===== src/rtl/mem_pkg.sv =====
// Shared encodings for the MEM stage: PCsrc selector values and access FSM states.
package mem_pkg;

  localparam logic [1:0] PCSRC_SEQ = 2'b00;
  localparam logic [1:0] PCSRC_BR  = 2'b01;
  localparam logic [1:0] PCSRC_JMP = 2'b10;

  typedef enum logic [1:0] {
    IDLE = 2'd0,
    WAIT = 2'd1,
    DONE = 2'd2
  } mem_state_e;

endpackage


===== src/rtl/mem_access_stage_branch_resolve.sv =====
// Combinational branch/jump resolution; the redirect is suppressed while the pipe is held.
module branch_resolve
  import mem_pkg::*;
#(
  parameter int ADDR_WIDTH = 32
) (
  input  logic [1:0]            PCsrc_in,
  input  logic                  zero_in,
  input  logic [ADDR_WIDTH-1:0] PC_in,
  input  logic                  stall,
  output logic                  pc_sel,
  output logic [ADDR_WIDTH-1:0] branch_target
);

  logic taken_s;

  // Decode the PCsrc selector; the reserved code behaves like sequential fetch.
  always_comb begin
    taken_s = 1'b0;
    case (PCsrc_in)
      PCSRC_SEQ: taken_s = 1'b0;
      PCSRC_BR:  taken_s = zero_in;
      PCSRC_JMP: taken_s = 1'b1;
      default:   taken_s = 1'b0;
    endcase
  end

  assign pc_sel        = taken_s & ~stall;
  assign branch_target = PC_in;

endmodule


===== src/rtl/mem_access_stage.sv =====
// MEM pipeline stage: data-memory req/ready handshake, load data register and WB controls.
// Optional macro MEM_ALIGN_CHECK_EN adds a misaligned-access check and misalign_fault output.
module mem_access_stage
  import mem_pkg::*;
#(
  parameter int DATA_WIDTH     = 32,
  parameter int ADDR_WIDTH     = 32,
  parameter int REG_ADDR_WIDTH = 5
) (
  input  logic                      clock,
  input  logic                      reset,
  input  logic                      MemRead_in,
  input  logic                      MemWrite_in,
  input  logic [1:0]                PCsrc_in,
  input  logic                      zero_in,
  input  logic [DATA_WIDTH-1:0]     ALU_result_in,
  input  logic [DATA_WIDTH-1:0]     data_in_1,
  input  logic [ADDR_WIDTH-1:0]     PC_in,
  input  logic                      RegWrite_in,
  input  logic                      MemtoReg_in,
  input  logic [REG_ADDR_WIDTH-1:0] Dest_Reg_Addr_in,
  output logic                      mem_req,
  output logic                      mem_we,
  output logic [ADDR_WIDTH-1:0]     mem_addr,
  output logic [DATA_WIDTH-1:0]     mem_wdata,
  input  logic                      mem_ready,
  input  logic [DATA_WIDTH-1:0]     mem_rdata,
  output logic [DATA_WIDTH-1:0]     read_data,
  output logic [DATA_WIDTH-1:0]     ALU_result_out,
  output logic                      RegWrite_out,
  output logic                      MemtoReg_out,
  output logic [REG_ADDR_WIDTH-1:0] Dest_Reg_Addr_out,
`ifdef MEM_ALIGN_CHECK_EN
  output logic                      misalign_fault,
`endif
  output logic                      pc_sel,
  output logic [ADDR_WIDTH-1:0]     branch_target,
  output logic                      stall
);

  mem_state_e            state_r;
  mem_state_e            next_state_s;
  logic                  access_s;
  logic                  misalign_s;
  logic                  mem_req_s;
  logic                  stall_s;
  logic [DATA_WIDTH-1:0] read_data_r;

`ifdef MEM_ALIGN_CHECK_EN
  // A misaligned access never reaches memory and is retired as a bubble.
  assign misalign_s     = (MemRead_in | MemWrite_in) & (ALU_result_in[1:0] != 2'b00);
  assign misalign_fault = misalign_s;
`else
  assign misalign_s = 1'b0;
`endif

  assign access_s = (MemRead_in | MemWrite_in) & ~misalign_s;

  // Access state register.
  always_ff @(posedge clock) begin
    if (reset) begin
      state_r <= IDLE;
    end else begin
      state_r <= next_state_s;
    end
  end

  // Next state and handshake outputs; DONE releases the stall so EX/MEM can move on.
  always_comb begin
    next_state_s = state_r;
    mem_req_s    = 1'b0;
    stall_s      = 1'b0;
    case (state_r)
      IDLE: begin
        if (access_s) begin
          mem_req_s = 1'b1;
          stall_s   = 1'b1;
          if (mem_ready) begin
            next_state_s = DONE;
          end else begin
            next_state_s = WAIT;
          end
        end else begin
          next_state_s = IDLE;
        end
      end
      WAIT: begin
        mem_req_s = 1'b1;
        stall_s   = 1'b1;
        if (mem_ready) begin
          next_state_s = DONE;
        end else begin
          next_state_s = WAIT;
        end
      end
      DONE:    next_state_s = IDLE;
      default: next_state_s = IDLE;
    endcase
  end

  // Capture load data on the completing edge of a read; writes (incl. read+write) leave it alone.
  always_ff @(posedge clock) begin
    if (reset) begin
      read_data_r <= {DATA_WIDTH{1'b0}};
    end else if (mem_req_s && mem_ready && !MemWrite_in) begin
      read_data_r <= mem_rdata;
    end else begin
      read_data_r <= read_data_r;
    end
  end

  assign mem_req           = mem_req_s;
  assign stall             = stall_s;
  assign mem_we            = MemWrite_in;
  assign mem_addr          = ALU_result_in[ADDR_WIDTH-1:0];
  assign mem_wdata         = data_in_1;
  assign read_data         = read_data_r;
  assign ALU_result_out    = ALU_result_in;
  assign MemtoReg_out      = MemtoReg_in;
  assign Dest_Reg_Addr_out = Dest_Reg_Addr_in;
  assign RegWrite_out      = RegWrite_in & ~stall_s & ~misalign_s;

  branch_resolve #(
    .ADDR_WIDTH(ADDR_WIDTH)
  ) u_branch_resolve (
    .PCsrc_in     (PCsrc_in),
    .zero_in      (zero_in),
    .PC_in        (PC_in),
    .stall        (stall_s),
    .pc_sel       (pc_sel),
    .branch_target(branch_target)
  );

endmodule

===== config.mk =====
export PLATFORM = sky130hd
export DESIGN_NAME = mem_access_stage
export DESIGN_NICKNAME = d
export VERILOG_FILES = /design/src/rtl/mem_pkg.sv /design/src/rtl/mem_access_stage_branch_resolve.sv /design/src/rtl/mem_access_stage.sv
export SDC_FILE = /design/constraint.sdc
export NUM_CORES = 1
export LEC_CHECK = 0
export CORE_ASPECT_RATIO = 1.1
export CORE_MARGIN = 10
export CORE_UTILIZATION = 25
export CTS_BUF_LIST = sky130_fd_sc_hd__clkbuf_4 sky130_fd_sc_hd__clkbuf_8
export DETAILED_ROUTE_END_ITERATION = 10
export PLACE_DENSITY = 0.88
export SKIP_CTS_REPAIR_TIMING = 1
export SLEW_MARGIN = 0
export SYNTH_ARGS = -nofsm -noshare
export SYNTH_HDL_FRONTEND = slang
export SYNTH_SLANG_ARGS = --single-unit

===== constraint.sdc =====
create_clock -name clock -period 1.3 [get_ports clock]
set_clock_uncertainty 0.15 [all_clocks]
set_input_delay 0.325 -clock clock [delete_from_list [all_inputs] [get_ports clock]]
set_output_delay 0.325 -clock clock [all_outputs]
set_load 0.01 [all_outputs]

==> results by group, run 1 <==
Die
  – Chip height: between 100 and 150 um
  – Chip width: roughly 120 um
  – DIE AREA: about 15,000 sq um
  – Floorplan row count: 38
  – Top-Level Pins: approximately 310
  – Initial Util: 0.259
  – Core area: about 10000 sq um

Critical path
  – Nature of the critical path startpoint: register
  – WS Path Type: reg -> out
  – Reg-to-reg endpoint: read_data[11]
  – Kind of end point of the critical path: primary output
  – Critical path arrival: roughly 1.2 ns
  – Crit Path Max Fanout: 3
  – Reg2reg path depth: 6
  – Reg-to-Reg Start: state_r[1]
  – Worst reg-to-reg setup slack: -0.25 ns
  – WP data required: around 0.82 ns

CTS
  – Clock sinks: 34
  – Max clock buf depth: 2
  – Max H-tree Level: 2
  – CTS Root Cell: clkbuf_8
  – Clock Latency Late Sink: 0.28 ns
  – CTS tree: yes
  – Clock transition at path regs: about 0.07 ns
  – Total CTS buffers: 5

GRT
  – Largest net degree at the start of global routing: 67
  – Total track usage: 0.0956
  – Overflow after GRT: 0
  – First-pass GRT wire length: slightly above 10 mm
  – Number of global-route vias before repair: 1,557
  – Antenna violations before repair: 0

Timing
  – FMAX: a little under 600 MHz
  – Final Hold Viols: 0
  – Fin crit share: 1.32
  – Slew HR: 0.838
  – Setup Viol. Count Final: 36
  – Minimum clock period: roughly 1.7 ns
  – Pins Over Slew Limit: 0
  – RSZ-0062 raised after global routing: yes
  – Setup ws final: -0.414 ns
  – Worst slew pin tran: approximately 0.24 ns
  – Aggregate negative setup slack: -7.23 ns

Pwr
  – Worst IR Drop VDD: approximately 440 uV
  – Power density over the cells: ~900 nW/um^2
  – Leak Pwr: roughly 1.2 nW
  – Internal power: around 1.8 mW
  – Switching power total: just under 0.6 mW
  – Clock power frac: 0.347
  – Seq pwr share: 0.461
  – Combinational power share: 0.192
  – Switching Share: 0.243
  – PnR Total Power: approximately 2.4 mW

Synthesis
  – Cell area after synthesis: approximately 2600 sq um
  – Synth Instances: 289
  – Yosys reg bits: 34
  – Post-synthesis cell type count: 16
  – Ys Warns: 0
  – Register area share after synthesis: 0.263
  – Syn nets: 434
  – Syn Area/Cell: slightly below 9 sq um

Cells and area
  – Final nets: approximately 400
  – Fin util: 0.267
  – Layout cells sized above 1: 0.275
  – Antenna Cells: 0
  – Filler cells: between 1,000 and 1,500
  – Layout area overhead: 2.95%
  – Post-route cell area: around 2700 sq um

Place
  – Final GP Congestion: ~0.71
  – Post-detail-place hpwl: about 6.5 mm
  – Number of port buffers: 77
  – Pre-CTS setup slack: -1.08 ns
  – Placed Area: 2560 sq um

Routing
  – First drt pass iteration count: 6
  – Vias/cell: 4.18
  – Post-detailed-route wirelength per cell: roughly 22 um
  – DRT antenna net count: 0
  – DRC violations left: 0
  – Routed WL: approximately 8.1 mm
  – Initial drt markers: 32
  – Via Count: between 1,500 and 2,000

Job
  – Max-Cap Viols: 0

Worst hold path
  – Worst hold stages: 3
  – Hold Path End: state_r[0]
  – Hold Crit Class: in -> reg
  – Hold wc startpoint: mem_ready

Run status
  – Violations in the final reports: negative setup slack
  – Status: finished, violations left
## cells by family after synthesis
kind of cell / after synthesis / share of synthesized area
compound gates: 1 / 0.00193
fa+ha+maj: 2 / 0.00968
buf+inv: 148 / 0.421
flops: 34 / 0.263
mux: 32 / 0.124
simple gates: 72 / 0.180
## flip-flops by register name, summed over array words and instances, names as in the netlist
register / cells
read_data: 32
state_r: 2
## worst max-delay path by stage
stage	startpoint	endpoint	slack, ns	cells after the start
finish	state_r[0]	pc_sel	-0.41	4
global route	state_r[0]	pc_sel	-0.53	4
floorplan	state_r[0]	pc_sel	-0.07	3
detailed placement	PCsrc_in[0]	pc_sel	-1.08	5
CTS	PCsrc_in[0]	pc_sel	-1.09	5
global placement	PCsrc_in[0]	pc_sel	-1.07	5
## stage by stage
stage | cells | hold WS [ns]
after global routing | 367 | 0.192
after detailed placement | 353 | 0.311
after floorplan | 289 | 0.246
after CTS | 361 | 0.326
final | 367 | 0.204
after global placement | 353 | 0.308
## area by class of cell
type | instances | area (sq um) | share of cell area
Tap cell | 120 | 150 | 0.0564
Clock inverter | 1 | 5.00 | 0.00188
Sequential cell | 34 | 689 | 0.259
Timing Repair Buffer | 96 | 885 | 0.332
Inverter | 2 | 7.51 | 0.00282
Multi-Input combinational cell | 107 | 835 | 0.314
Clock buffer | 7 | 90.1 | 0.0339
## Yosys cell counts
master    count  area (sq um)
nor4b_4       1          23.8
mux2i_1      32           320
buf_4       136          1020
a21oi_1       1          5.00
inv_1         2          7.51
nor2_1        1          3.75
nand2b_1     64           400
nor4_1        1          6.26
nor4b_1       1          8.76
nor3_1        2          10.0
nor2_2        1          6.26
buf_6         3          33.8
nor2b_1       1          6.26
clkbuf_1      7          26.3
dfxtp_1      34           681
ha_1          2          25.0
## power by group through the flow
stage	clock [mW]	sequential, mW	combinational (mW)
floorplan	0	1.15	0.598
global placement	0	1.13	0.457
detailed placement	0	1.13	0.469
CTS	0.886	1.11	0.471
global route	0.929	1.12	0.496
finish	0.835	1.11	0.461
## critical path: stages, from the launching register on
cell     delay, ns
dfxtp_2       0.34
nor3_4        0.20
nor2_2        0.09
nor3_2        0.17
buf_2         0.16
## layout by cell type, fill, tap and decap left out, types with 3 or more instances in the layout
cell type	n
buf_12	3
clkbuf_8	6
buf_6	3
dlymetal6s2s_1	13
nand2b_1	64
clkbuf_2	27
dfxtp_1	27
dfxtp_2	7
buf_4	11
clkdlybuf4s50_1	35
mux2i_1	32
## per-layer routing
layer  track usage  up-vias  wire, um
li1              -      677         -
met1        0.0648      648      2010
met2         0.147      158      3810
met3         0.103       51      1830
met4        0.0728        0       471
met5             0        -         0
Note: power is estimated with default switching activity, not from simulation.
==> run 2: changes to the inputs <==
SKIP_LAST_GASP = 1   (was default)
==> results of run 2 <==
Final layout, timing and power as in run 1 (identical DEF).
==> run 3: changes to the inputs <==
CORE_AREA = 2 2 123 125   (was default)
CORE_ASPECT_RATIO = default   (was 1.1)
CORE_MARGIN = default   (was 10)
CORE_UTILIZATION = default   (was 25)
DIE_AREA = 0 0 125 127   (was default)
PLACE_DENSITY = 0.66   (was 0.88)
clock period = 2.2 ns   (was 1.3 ns; I/O delays follow)
==> results by group, run 3 (same netlist as run 1, synthesis figures left out) <==
Routing
  – Highest Signal Layer: met4
  – Met3 WL: 740 um (-59%)
  – M1 WL: 1.66 mm (-18%)
  – Post-detailed-route wirelength per cell: 13.9 um (-37%)
  – Via Count: 1,484 (-3.3%)
  – Vias/cell: 3.53 (-15%)
  – DRC violations left: 0 (unchanged)
  – DRT antenna net count: 0 (unchanged)
  – Met2 routed WL: 2.96 mm (-22%)
  – Initial drt markers: 24 (-25%)
  – First drt pass iteration count: 4 (-2)
  – Routed WL: 5.86 mm (-28%)

Die
  – Core area: 14,400 sq um (+44%)
  – Chip width: 125 um (+6.9%)
  – Chip height: 127 um (+0.28%)
  – Floorplan row count: 44 (+16%)
  – Initial Util: 0.179 (-0.0797)
  – Top-Level Pins: 314 (unchanged)
  – DIE AREA: 15,900 sq um (+7.2%)

Pwr
  – Internal power: 1.07 mW (-41%)
  – Switching power total: 0.343 mW (-41%)
  – Clock power frac: 0.355 (+0.008)
  – Combinational power share: 0.181 (-0.011)
  – Worst IR Drop VDD: 254 uV (-43%)
  – Seq pwr share: 0.464 (+0.003)
  – Power density over the cells: 526 nW/um^2 (-42%)
  – Leak Pwr: 0.964 nW (-19%)
  – Switching Share: 0.242 (-0.000451)

Cells and area
  – Antenna Cells: 0 (unchanged)
  – Max reg flops: 32 (unchanged)
  – Layout cells sized above 1: 0.0890 (-0.186)
  – Filler cells: 1,631 (+51%)
  – Multi-input logic area: 823 sq um (-1.3%)
  – Register area: 681 sq um (-1.3%)
  – Most common cell after layout, fill and taps aside: clkdlybuf4s50_1
  – Most frequent cells in the layout: clkdlybuf4s50_1 (71), nand2b_1 (64), dfxtp_1 (34)
  – Layout area overhead: 3.97%
  – Final nets: 380 (-2.8%)
  – Post-route cell area: 2690 sq um (+0.99%)

GRT
  – Overflow after GRT: 0 (unchanged)
  – Largest net degree at the start of global routing: 41 (-39%)
  – Number of global-route vias before repair: 1,663 (+6.8%)
  – Total track usage: 0.0713 (-0.0243)
  – Antenna violations before repair: 0 (unchanged)
  – First-pass GRT wire length: 8.80 mm (-15%)

Critical path
  – WS Path Type: in -> out
  – CP Cell Sequence: clkdlybuf4s50_1 -> inv_1 -> ha_1 -> nor3_1 -> dlymetal6s2s_1
  – CP max stage delay: 0.47 ns (+0.13 ns)
  – WP data required: 1.50 ns (+0.68 ns)
  – Kind of end point of the critical path: primary output
  – Critical path arrival: 1.72 ns (+0.48 ns)
  – Crit Path Max Fanout: 2 (-1)
  – Nature of the critical path startpoint: input pin
  – Crit-path slowest cell: clkdlybuf4s50_1

Run status
  – Violations in the final reports: negative setup slack
  – Status: finished, violations left

Place
  – Final GP Congestion: 0.701 (-1.9%)
  – Number of port buffers: 77 (unchanged)
  – Placed Area: 2580 sq um (+0.59%)
  – Post-detail-place hpwl: 4.77 mm (-27%)
  – Pre-CTS setup slack: -0.630 ns (+0.447 ns)

Worst hold path
  – Hold Crit Class: reg -> reg

CTS
  – Max H-tree Level: 2 (unchanged)
  – Max clock buf depth: 2 (unchanged)
  – CTS Root Cell: clkbuf_8
  – Total CTS buffers: 5 (unchanged)
  – CTS tree: yes
  – Clock Latency Late Sink: 0.29 ns (about the same)
  – Clock transition at path regs: 0.07 ns (about the same)
  – Clock sinks: 34 (unchanged)

Timing
  – RSZ-0062 raised after global routing: yes
  – Pins Over Slew Limit: 0 (unchanged)
  – Worst slew pin tran: 0.291 ns (+0.0520 ns)
  – Minimum clock period: ~2.4 ns
  – Final Hold Viols: 0 (unchanged)
  – Slew HR: 0.805 (-0.0332)
  – Fin crit share: 1.10
  – Setup Viol. Count Final: 1 (-97%)
  – Setup ws final: -0.224 ns (+0.190 ns)
  – FMAX: between 400 and 500 MHz

Job
  – Max-Cap Viols: 0 (unchanged)
-- run 3: cell types whose count changed in the layout (fill, tap and decap cells not counted), sizes merged --
cell,change
clkdlybuf4s50,+36
clkbuf,-29
buf,-10
dlymetal6s2s,-8
-- run 3: power groups by stage --
stage | combinational, mW | clock (mW) | sequential (mW)
2_1_floorplan | 0.351 | 0 | 0.678
3_3_place_gp | 0.255 | 0 | 0.669
3_5_place_dp | 0.262 | 0 | 0.670
4_1_cts | 0.263 | 0.533 | 0.656
5_1_grt | 0.278 | 0.556 | 0.659
6_report | 0.257 | 0.502 | 0.656
-- run 3: metal layers --
metal | global-route usage | up-vias
li1 | - | 660
met1 | 0.0571 | 662
met2 | 0.124 | 104
met3 | 0.0373 | 58
met4 | 0.0686 | 0
met5 | 0 | -
-- run 3: through the flow --
stage                     setup TNS [ns]  total power, mW  utilization  hold slack (ns)  instances
after floorplan                        0             1.03            -            0.343        289
final                             -0.224             1.41        0.186            0.327        420
after global placement             -1.90            0.924        0.179            0.311        412
after CTS                          -2.14             1.45        0.185            0.334        420
after global routing              -0.320             1.49        0.186            0.356        420
after detailed placement           -2.97            0.932        0.179            0.315        412
-- run 3: critical path: cells and delay by family --
family	cells	cell delay, ns
buffers and inverters	3	0.71
adder cells (fa/ha/maj)	1	0.28
AND/OR/NAND/NOR	1	0.18
-- run 3: worst paths after layout --
path                     start       endpoint  slack, ns  cells after the start
setup reg to reg    state_r[1]  read_data[11]       0.72                      3
hold reg to reg   read_data[5]   read_data[5]       0.33                      2
hold / removal    read_data[5]   read_data[5]       0.33                      2
setup / recovery   PCsrc_in[0]         pc_sel      -0.22                      5
-- run 3: final cells by class --
class	count	area share
inverters	2	0.00279
clock inverters	1	0.00186
well taps	184	0.0857
flip-flops and latches	34	0.253
multi-input cells	107	0.306
repair buffers	85	0.317
clock buffers	7	0.0335
